===== src/rtl/rot_pipe.sv =====
// Pipelined data-dependent left/right rotator for the RC5 round datapath: one barrel level per stage.
// Optional sideband tag travels with each operand when ROT_TAG_EN is defined.
module rot_pipe #(
   parameter int W = 16
`ifdef ROT_TAG_EN
   , parameter int TAG_W = 4
`endif
) (
   input  logic             clk,
   input  logic             rst,
   input  logic             in_valid_i,
   output logic             in_ready_o,
   input  logic [W-1:0]     data_i,
   input  logic [W-1:0]     n_i,
   input  logic             dir_i,
   output logic             out_valid_o,
   input  logic             out_ready_i,
   output logic [W-1:0]     data_o
`ifdef ROT_TAG_EN
   ,
   input  logic [TAG_W-1:0] tag_i,
   output logic [TAG_W-1:0] tag_o
`endif
);

   localparam int LOG2W = $clog2(W);

   logic [LOG2W-1:0] vld;
   logic [LOG2W-1:0] adv;
   logic [LOG2W-1:0] dir;
   logic [W-1:0]     dat   [LOG2W];
   logic [LOG2W-1:0] amt   [LOG2W];

   logic [LOG2W-1:0] nxt_v;
   logic [LOG2W-1:0] nxt_r;
   logic [W-1:0]     nxt_d [LOG2W];
   logic [LOG2W-1:0] nxt_a [LOG2W];

   logic             unused_bits;

   function automatic logic [W-1:0] rot_step(input logic [W-1:0] x, input int unsigned k,
                                             input logic right);
      if (right)
         return (x >> k) | (x << (W - k));
      else
         return (x << k) | (x >> (W - k));
   endfunction

   // Advance chain from the output back: a stage moves if empty or if the one after it moves.
   always_comb begin
      logic c;
      adv = '0;
      c = !vld[LOG2W-1] | out_ready_i;
      adv[LOG2W-1] = c;
      for (int unsigned s = LOG2W - 1; s > 0; s--) begin
         c = !vld[s-1] | c;
         adv[s-1] = c;
      end
   end

   // Each stage applies its barrel level before the register, so the last register is the result.
   always_comb begin
      nxt_v    = {vld[LOG2W-2:0], in_valid_i};
      nxt_r    = {dir[LOG2W-2:0], dir_i};
      nxt_a[0] = n_i[LOG2W-1:0];
      nxt_d[0] = n_i[0] ? rot_step(data_i, 1, dir_i) : data_i;
      for (int unsigned s = 1; s < LOG2W; s++) begin
         nxt_a[s] = amt[s-1];
         nxt_d[s] = amt[s-1][s] ? rot_step(dat[s-1], 1 << s, dir[s-1]) : dat[s-1];
      end
   end

   always_ff @(posedge clk) begin
      if (rst) begin
         vld <= '0;
         dir <= '0;
         for (int unsigned s = 0; s < LOG2W; s++) begin
            dat[s] <= '0;
            amt[s] <= '0;
         end
      end else begin
         for (int unsigned s = 0; s < LOG2W; s++) begin
            if (adv[s]) begin
               vld[s] <= nxt_v[s];
               dir[s] <= nxt_r[s];
               dat[s] <= nxt_d[s];
               amt[s] <= nxt_a[s];
            end
         end
      end
   end

`ifdef ROT_TAG_EN
   logic [TAG_W-1:0] tag [LOG2W];

   always_ff @(posedge clk) begin
      if (rst) begin
         for (int unsigned s = 0; s < LOG2W; s++) tag[s] <= '0;
      end else begin
         if (adv[0]) tag[0] <= tag_i;
         for (int unsigned s = 1; s < LOG2W; s++) begin
            if (adv[s]) tag[s] <= tag[s-1];
         end
      end
   end

   assign tag_o = tag[LOG2W-1];
`endif

   assign in_ready_o  = adv[0];
   assign out_valid_o = vld[LOG2W-1];
   assign data_o      = dat[LOG2W-1];

   // High rotate-amount bits and the last stage's control fields have no consumer.
   assign unused_bits = ^{n_i[W-1:LOG2W], amt[LOG2W-1], dir[LOG2W-1]};

endmodule


===== config.mk =====
export PLATFORM = sky130hd
export DESIGN_NAME = rot_pipe
export DESIGN_NICKNAME = d
export VERILOG_FILES = /design/src/rtl/rot_pipe.sv
export SDC_FILE = /design/constraint.sdc
export NUM_CORES = 1
export LEC_CHECK = 0
export CAP_MARGIN = 15
export CORE_ASPECT_RATIO = 2
export CORE_MARGIN = 2
export CORE_UTILIZATION = 57
export CTS_BUF_LIST = sky130_fd_sc_hd__clkbuf_2
export CTS_CLUSTER_SIZE = 30
export DETAILED_ROUTE_END_ITERATION = 8
export MAX_ROUTING_LAYER = met4
export PLACE_DENSITY = 0.86
export SLEW_MARGIN = 20
export SYNTH_ARGS = -nofsm -noshare
export SYNTH_HDL_FRONTEND = slang
export SYNTH_SLANG_ARGS = --single-unit

===== constraint.sdc =====
create_clock -name clk -period 1.9 [get_ports clk]
set_input_delay 0.57 -clock clk [delete_from_list [all_inputs] [get_ports clk]]
set_output_delay 0.57 -clock clk [all_outputs]
set_load 0.02 [all_outputs]

== Word-level counts from Yosys, hierarchy flattened ==
Memory sizes are Yosys's and may differ from the RTL's.
Index checks and enable logic that the tools add are counted.
Word-level totals
  register bits after elaboration: 6
  RAM bits: 80
  input bits: 37
  output and inout port bits: 18
  word-level logic and storage cells: 60
  memories kept: 2
Memories
  dat: words 4, width 16, rd ports 4, clocked after Yosys merged registers in 0, wr ports 4, line 31  | logic [W-1:0] dat [LOG2W];
  amt: words 4, width 4, rd ports 3, clocked after Yosys merged registers in 0, wr ports 4, line 32  | logic [LOG2W-1:0] amt [LOG2W];
Operators by class
  muxes and demuxes: 29
  bitwise operators: 19
  reduce and logical (&&, ||, !) cells: 4
Operator list (number)
  16-bit 2-to-1 mux: 11
  4-bit 2-to-1 mux: 4
  12-bit by 16-bit OR with 16-bit output: 1
  14-bit by 16-bit OR with 16-bit output: 1
  15-bit by 16-bit OR with 16-bit output: 1
  16-bit by 1-bit OR with 16-bit output: 1
  16-bit by 2-bit OR with 16-bit output: 1
  16-bit by 4-bit OR with 16-bit output: 1
  16-bit by 8-bit OR with 16-bit output: 1
  1-bit 2-to-1 mux: 14
  1-bit OR: 12
  1-bit zero test: 4

== Longest topological paths before layout ==
  depth in word-level cells: 9
  depth in mapped cells: 6
  mapped depth without buffers: 3

== Least setup slack after synthesis ==
No wires, ideal clock.
  path kind: in2reg
  start point: input port out_ready_i
  end point: memory amt[0][1] (netlist name) (enable)
  arrival: 1.385 ns
  required time: 1.552 ns
  path slack: 0.167 ns
  stages on the path: 2
  cells stage by stage: nand4b_1 or3_1
RTL lines
  start: declaration: line 17  | input logic out_ready_i,
  end: declaration: line 32

== Worst setup path after layout ==
  start point: register vld[2]
  end point: output port in_ready_o
Between the ends
  cells in the longest elaborated chain, start to end: 4
Ends and longest elaborated chain
  start: declaration: line 28  | logic [LOG2W-1:0] vld;
  start signal: indexed assignment: line 84  | vld[s] <= nxt_v[s];
  1-bit zero test: line 56  | c = !vld[s-1] | c;
  1-bit OR (3 in a row): line 56
  end: declaration: line 12  | output logic in_ready_o,
No other way between the ends.

==> run_results.csv <==
group,metric,value,unit
finish,fin_cells,456,
logic_synthesis,synth_top_area_frac,0.544,
die,die_w,62.2,um
finish,utilization,0.696,
setup_path,cp.required,1.33,ns
timing,slew_headroom,0.794,
global_routing,grt_pass1_vias,2495,
logic_synthesis,seq_area_frac_synth,0.575,
detailed_routing,num_vias,2543,
detailed_routing,avgViaCountPerCell,5.58,
logic_synthesis,synth_top_cell_by_area,"edfxtp_1",
die,start_util,0.588,
run_status,status,"finished, violations left",
min_path,hold_depth,2,
timing,post-route-min-period,1.92,ns
logic_synthesis,synth-async-reset-ratio,0,
place,placed_area,4480,um^2
finish,regArea,2220,um^2
job,cap_viol_max_count,0,
logic_synthesis,synth_ff_type,"edfxtp_1",
detailed_routing,post_drt_wl_per_cell,14.7,um
logic_synthesis,synth_commonest_cells,"nor2_1, edfxtp_1, mux2i_1",
logic_synthesis,synth-seq-cells,76,
power,power.leakage,1.79,nW
die,core_area,6570,um^2
power,finalPower,3.25,mW
die,die_area,7500,um^2
logic_synthesis,syn-cell-area,3860,um^2
global_routing,antenna_found_initial,0,
logic_synthesis,synthTopCellsByArea,"edfxtp_1, mux2i_1, a211oi_1",
setup_path,rr_worst_depth,5,
die,ios,55,
logic_synthesis,syn_inst,318,
setup_path,endpoint_kind,"output port",
timing,fin_setup_tns,-0.0160,ns
die,rows,42,
timing,hold_ws,0.486,ns
detailed_routing,drtPass1Iterations,4,
setup_path,critPathKind,"flop to output port",
timing,finClkSkew,0.0133,ns
timing,period_share,1.01,
timing,slew_viol_final,0,
finish,fin_area,4570,um^2
finish,fillers,491,
die,die_h,120,um
logic_synthesis,ys_warn_count,0,
place,port_buffers,42,
place,placed_cells,440,
logic_synthesis,synth-edff-count,70,
logic_synthesis,synth_most_common_cell,"nor2_1",
cts,hold_buffers,0,
timing,hold_viol_final,0,
global_routing,grt_max_degree,33,
place,gp_congestion,0.805,
finish,nNetsFinal,400,
logic_synthesis,ys_types,27,
cts,clk_path_buf_depth,2,
setup_path,critPathLaunchType,"flop",
finish,drive_gt1_frac,0.128,
cts,cts_root_buf,"clkbuf_2",
logic_synthesis,syn_avg_cell_area,12.2,um^2
timing,max_freq,522,MHz
place,place_ws,-0.615,ns
power,vdd_ir_drop_max,695,uV
cts,cts.htree.levels,3,
timing,finalWorstSetupSlack,-0.0160,ns
setup_path,critPathArrivalTime,1.35,ns
cts,clk-insertion-delay-late,0.51,ns
finish,multi_input_area,1450,um^2
timing,tightest_slew,0.307,ns
detailed_routing,drt_iter0_drc,66,
timing,setup_violations,1,
cts,cts_buffers,9,
cts,clkSinkCount,76,
detailed_routing,drc,0,
global_routing,grt_pass1_wl,11100,um
detailed_routing,antenna_left,0,
finish,antenna_cells,0,
min_path,hold_class,"flop to flop",
global_routing,grt_overflow,0,
finish,area_growth,18.3,%
global_routing,grt_usage,0.195,
place,place_hpwl,4970,um
cts,cts_tree,"done",
cts,clkSlewWorstSetupHoldPaths,0.18,ns
logic_synthesis,synth_nets,355,
power,power_density,710,nW/um^2
timing,rsz0062_at_grt,"true",
detailed_routing,wirelength,6720,um
setup_path,critPathMaxFanout,4,
run_status,failed_checks,"setup timing",
-- flip-flops by register name, indices dropped and copies added, names as in the netlist --
register and flops:
amt 6, dat 64, dir 2, vld 4
-- final cells by class --
type | count | area share
Multi-Input combinational cell | 208 | 0.317
Tap cell | 88 | 0.0241
Inverter | 7 | 0.00575
Timing Repair Buffer | 61 | 0.143
Clock inverter | 6 | 0.0120
Sequential cell | 76 | 0.487
Clock buffer | 10 | 0.0109
-- kinds of logic after synthesis --
family | after synthesis | synth area share
compound gates | 54 | 0.111
buf+inv | 34 | 0.0502
flops | 76 | 0.575
mux | 64 | 0.166
simple gates | 90 | 0.0984
-- repair_timing --
action / in CTS / in global routing
pin swaps: 0 / 1
setup buffers: 0 / 0
resized for setup: 22 / 7
gates cloned: 0 / 0
endpoints found under the setup margin: 18 / 3
-- worst paths after layout --
check	from	endpoint	slack, ns
setup / recovery	vld[2]$_SDFFE_PP0P_	in_ready_o	-0.02
hold reg to reg	dir[1]$_SDFFE_PP0P_	dir[1]$_SDFFE_PP0P_	0.49
hold / removal	dir[1]$_SDFFE_PP0P_	dir[1]$_SDFFE_PP0P_	0.49
setup reg to reg	vld[3]$_SDFFE_PP0P_	dat[2][11]$_SDFFCE_PN0P_	0.43
-- report_power, final --
group	internal (mW)	switching (mW)	total, mW
logic	0.206	0.214	0.420
registers	1.93	0.0656	1.99
clock network	0.296	0.536	0.832
total	2.43	0.815	3.25
-- critical path, cell delays in order, from the launching register on --
cell,delay (ns)
dfxtp_2,0.39
and4b_1,0.24
nand2_1,0.08
buf_6,0.13
-- layer usage --
metal / part of all wire / track usage / vias up
li1: - / - / 1271
met1: 0.33 / 0.164 / 1207
met2: 0.61 / 0.390 / 52
met3: 0.028 / 0.0381 / 13
met4: 0.027 / 0.100 / 0
met5: 0 / - / -
-- placed cells by master, fill, tap and decap left out --
master and instances:
clkinv_1 2, or2_2 1, dfxtp_2 2, clkbuf_2 11, clkdlybuf4s15_1 1, mux2i_1 64, a211oi_2 7, buf_6 1
buf_12 9, clkinv_2 2, or2b_1 1, clkdlybuf4s50_1 23, dlymetal6s2s_1 1, o21ai_0 1, nor2_1 75, and4b_1 1
nand2b_1 3, edfxtp_1 70, nand3_1 1, a211oi_1 41, a21o_1 1, dlygate4sd2_1 15, or2_1 1, and2b_2 1
and3b_2 1, nand4b_1 1, buf_4 10, nand2_1 3, inv_1 7, a21oi_1 4, bufinv_16 1, dfxtp_1 4
or3_1 1, clkinvlp_4 1
Power figures use the tool's default switching activity.
==> RTL change 1: new RTL, config.mk and constraints unchanged <==
Build with the macro `ROT_TAG_EN` defined.
--- a/src/rtl/rot_pipe.sv
+++ b/src/rtl/rot_pipe.sv
@@ -1,5 +1,7 @@
 // Pipelined data-dependent left/right rotator for the RC5 round datapath: one barrel level per stage.
 // Optional sideband tag travels with each operand when ROT_TAG_EN is defined.
+`define ROT_TAG_EN
+
 module rot_pipe #(
    parameter int W = 16
 `ifdef ROT_TAG_EN
Interface: changed (added tag_i and tag_o); port bits go from 55 to 63. The function was not compared with the original's and may differ.
==> RTL change 1 against the unedited design <==
  * The run still ends with negative setup slack left
  * Via count rose by 14%
  * Routed wire length rose by 22%
  * Power rose by 23%
  * Design area rose by 16%
  * Fmax fell by 0.68%
  * Area after synthesis rose by 17%
  * Non-clock buffer count rose by 11
  * Sequential cell count rose by 16
  * Sequential power rose by 21%
  * Die area rose by 16%
  * Clock power rose by 33%
  * Clock skew rose by 0.027 ns
  * Worst setup slack got worse by 0.013 ns
  * Critical path type unchanged
  * Largest power group unchanged
  * Highest routed layer unchanged
==> RTL change 1: results <==
set metrics [dict create \
    arrival_ns 1.36 \
    holdCritPathClass "register to register" \
    reg_top3 "dat (64), tag (16), amt (6)" \
    slew_violations 0 \
    grt_pass1_vias 2869 \
    critPathMaxFanout 3 \
    cp_top_family "flip-flops" \
    pre_cts_slack_ns -0.568 \
    violations "negative setup slack" \
    wl_per_cell_um 16.2 \
    drtIter0Drc 191 \
    fin_nets 445 \
    synth_warnings 0 \
    clk_path_buf_depth 2 \
    synth.distinct_cells 26 \
    synth_edf_count 86 \
    grt_max_degree 33 \
    synth_area_leaders "edfxtp_1, mux2i_1, nor2_1, a211oi_2, a211oi_1" \
    drive_above_1_share_pct 21.3 \
    finClkSkew_ns 0.0407 \
    status "finished, violations left" \
    grt_first_pass_wirelength_um 12900 \
    htreeDepth 3 \
    cts_buffers 9 \
    gp_congestion 0.783 \
    worst_pin_slew_ns 0.441 \
    power_leakage_nw 2.03 \
    antenna_found_initial 1 \
    cp_slowest_cell "dfxtp_1" \
    viasPerCell 5.73 \
    ys_async_sr_fraction_pct 0 \
    clk_pin_slew_ns 0.23 \
    syn_nets 389 \
    dr.pass1.iters 5 \
    synthCells 348 \
    setup_tns_ns -0.0290 \
    totalWireLength_um 8210 \
    layout_setup_ws_ns -0.0290 \
    root_buffer "clkbuf_2" \
    finalSetupViolCount 1 \
    portBuffers 50 \
    peakVddDrop_mv 0.579 \
    post-dp-hpwl_um 6070 \
    max_stage_delay_ns 0.39 \
    dp_cells 488 \
    synth_common_cells "edfxtp_1, nor2_1, mux2i_1" \
    insertion_delay_ns 0.57 \
    grt_usage_pct 21.0 \
    synth_seq_area_share_pct 59.8 \
]
[RTL change 1: path summary, 6_finish.rpt]
path | slack, ns | cells after the start | startpoint | to
worst max-delay path | -0.03 | 3 | vld[1]$_SDFFE_PP0P_ | in_ready_o
worst min-delay path | 0.51 | 2 | dir[0]$_SDFFE_PP0P_ | dir[0]$_SDFFE_PP0P_
worst max register to register | 0.41 | 4 | vld[3]$_SDFFE_PP0P_ | dat[2][0]$_SDFFCE_PN0P_
worst min register to register | 0.51 | 2 | dir[0]$_SDFFE_PP0P_ | dir[0]$_SDFFE_PP0P_
[RTL change 1: timing repair]
item	in CTS	in global routing
gates resized for setup	57	17
setup buffers	1	0
hold endpoints to repair	0	0
setup endpoints to repair	22	18
pin swaps	1	0
[RTL change 1: cells by family (layout without fill, tap and decap cells)]
group / count (synthesis) / count (layout) / share of synthesized area, %
buf+inv: 28 / 89 / 3.63
compound gates: 55 / 55 / 11.2
other cells: 0 / 1 / 0
simple gates: 109 / 109 / 11.2
flops: 92 / 92 / 59.8
mux: 64 / 64 / 14.2
[RTL change 1: power breakdown]
group	leakage (nW)	switching [mW]	internal [mW]
combinational	0.873	0.247	0.224
sequential	1.07	0.0699	2.33
clock	0.0831	0.658	0.452
[RTL change 1: routing by layer]
| metal | global-route usage (%) | share of wire, % | up-vias |
|---|---|---|---|
| met2 | 39.0 | 59 | 77 |
| met5 | - | 0 | - |
| met3 | 3.10 | 3.4 | 11 |
| met1 | 20.9 | 36 | 1404 |
| li1 | - | - | 1405 |
| met4 | 9.72 | 1.7 | 0 |
[RTL change 1: stage by stage]
step / util, % / hold slack, ns / cell area (um2)
3_3_place_gp: 66.7 / 0.473 / 5220
2_1_floorplan: - / 0.455 / 4530
3_5_place_dp: 66.7 / 0.478 / 5220
4_1_cts: 68.6 / 0.489 / 5370
6_report: 67.5 / 0.513 / 5290
5_1_grt: 67.5 / 0.532 / 5290
[RTL change 1: cell type report]
type	instances	area, um2
flip-flops and latches	92	2710
fillers	563	2540
multi-input cells	228	1660
repair buffers	72	652
well taps	96	120
clock inverters	6	93.8
clock buffers	10	50.0
inverters	1	3.75
diodes	1	2.50
[RTL change 1: worst min-delay path, cell delays in order (launching register included)]
cell and delay (ns):
dfxtp_1 0.38, nand3_1 0.07, a21oi_1 0.06
==> RTL change 2: new RTL, same flow settings <==
Without the edit above. `W`: 16 -> 32.
--- a/src/rtl/rot_pipe.sv
+++ b/src/rtl/rot_pipe.sv
@@ -1,7 +1,7 @@
 // Pipelined data-dependent left/right rotator for the RC5 round datapath: one barrel level per stage.
 // Optional sideband tag travels with each operand when ROT_TAG_EN is defined.
 module rot_pipe #(
-   parameter int W = 16
+   parameter int W = 32
 `ifdef ROT_TAG_EN
    , parameter int TAG_W = 4
 `endif
Ports: changed (resized data_i, data_o and n_i); port bits go from 55 to 103. No check against the original RTL was run, so the function may have changed too.
==> RTL change 2 against the unedited design <==
  * Routed wire length grew to 2.9 times the old value
  * The flow still finishes with violations (negative setup slack)
  * Worst setup slack worse by 0.14 ns
  * Global-route usage grew 2.7 points
  * Fmax fell by 6.7%
  * Register-to-register slack got worse by 0.20 ns
  * Combinational power is 140% higher
  * Design area grew 140%
  * Power grew 140%
  * Area after synthesis rose by 150%
  * Sequential power increased by 140%
  * Critical path type unchanged
  * Sequential cell count increased by 102
==> RTL change 2: results <==
set metrics [dict create \
    synth_area_leaders "edfxtp_1, mux2i_1, a211oi_2, nor2_1, a211oi_1" \
    grt_first_pass_wirelength_um 29600 \
    postSynthAreaPerCell_um2 12.5 \
    synth_ff_type "edfxtp_1" \
    status "finished, violations left" \
    post-dp-hpwl_um 13300 \
    cts_buffers 17 \
    drtIter0Drc 506 \
    violations "negative setup slack" \
    synth_compound_area_share_pct 14.2 \
    grt_max_degree 65 \
    antenna_found_initial 1 \
    place_area_mm2 0.0106 \
    holdCritPathClass "input pin to register" \
    synth_edf_count 170 \
    layout_setup_ws_ns -0.154 \
    insertion_delay_ns 0.75 \
    fin_nets 870 \
    grt_pass1_vias 5877 \
    finClkSkew_ns 0.0501 \
    root_buffer "clkbuf_2" \
    dp_cells 986 \
    clk_pin_slew_ns 0.23 \
    finalSetupViolCount 9 \
    critPathMaxFanout 2 \
    synth_common_cells "edfxtp_1, nor2_1, mux2i_1" \
    drive_above_1_share_pct 23.5 \
    met2_length_um 10900 \
    viasPerCell 5.93 \
    gp_congestion 0.850 \
    worstHoldStart "dir_i" \
    yosys.area_share.adder_pct 0 \
    muxShareOfSynthArea_pct 16.8 \
    worst_pin_slew_ns 0.688 \
    rr_endpoint "dat[0][110]$_SDFFCE_PN0P_" \
    htreeDepth 4 \
    syn_nets 837 \
    arrival_ns 1.48 \
    nFillCells 1184 \
    met3WireLength_um 582 \
    portBuffers 75 \
    timing.rr.start "vld[2]$_SDFFE_PP0P_" \
    reg_top3 "dat (160), amt (10), vld (5)" \
    path_class "register to output port" \
    r2r_slack_ns 0.23 \
    peakVddDrop_mv 0.645 \
    r2r_cells 5 \
    power_leakage_nw 3.88 \
    setup_tns_ns -0.223 \
    top_layer "met4" \
    dr.pass1.iters 5 \
    totalWireLength_um 19300 \
    drt-met1-wl_um 7240 \
    finalNonFillerCells 1021 \
    synth_seq_area_share_pct 54.8 \
    synth.distinct_cells 24 \
    grt_usage_pct 22.3 \
    post-synth-top-count-cell "edfxtp_1" \
]
RTL change 2: how the worst min path moves through the flow:
stage | to | slack, ns | depth (start not counted)
2_1_floorplan | vld[1]$_SDFFE_PP0P_ | 0.42 | 2
3_3_place_gp | vld[1]$_SDFFE_PP0P_ | 0.43 | 2
3_5_place_dp | vld[1]$_SDFFE_PP0P_ | 0.45 | 2
4_1_cts | vld[0]$_SDFFE_PP0P_ | 0.33 | 3
5_1_grt | dir[0]$_SDFFE_PP0P_ | 0.34 | 3
6_report | dir[0]$_SDFFE_PP0P_ | 0.38 | 3
RTL change 2: logic make-up (layout without fill, tap and decap cells):
logic type / count (synthesis) / in the layout
compound gates: 137 / 137
buf+inv: 107 / 152
flops: 178 / 178
mux: 161 / 161
other cells: 0 / 1
simple gates: 185 / 185
RTL change 2: final cells by class:
| type | count | area [um2] | area share (%) |
|---|---|---|---|
| multi-input cells | 483 | 3750 | 34.8 |
| repair buffers | 116 | 1200 | 11.2 |
| well taps | 207 | 259 | 2.40 |
| clock inverters | 14 | 179 | 1.66 |
| flip-flops and latches | 178 | 5270 | 48.9 |
| diodes | 1 | 2.50 | 0.0232 |
| clock buffers | 17 | 85.1 | 0.789 |
| inverters | 5 | 22.5 | 0.209 |
RTL change 2: routing by layer:
metal,GRT usage [%],vias up
li1,-,2915
met1,24.9,2949
met2,38.3,140
met3,3.54,47
met4,9.73,0
met5,-,-
RTL change 2: power breakdown:
| group | switching, mW | internal (mW) |
|---|---|---|
| logic | 0.539 | 0.462 |
| clock network | 1.37 | 0.754 |
| registers | 0.191 | 4.52 |
RTL change 2: metrics by stage:
step	power, mW	setup slack, ns
after floorplan	5.44	-0.0231
after global placement	5.75	-0.556
after detailed placement	5.80	-0.556
after CTS	7.86	-0.215
after global routing	8.09	-0.267
final	7.83	-0.154
RTL change 2: worst max-delay path: cells and delay by family, from the launching register on:
family / cells / cell delay [ns]
flip-flops: 1 / 0.38
AND/OR/NAND/NOR: 2 / 0.25
buffers and inverters: 1 / 0.13
RTL change 2: timing repair:
| item | in CTS | in global routing |
|---|---|---|
| gates cloned | 0 | 0 |
| pin swaps | 2 | 0 |
| gates resized for setup | 158 | 16 |
| hold endpoints to repair | 0 | 0 |
| setup endpoints to repair | 34 | 34 |
| buffers inserted | 1 | 2 |
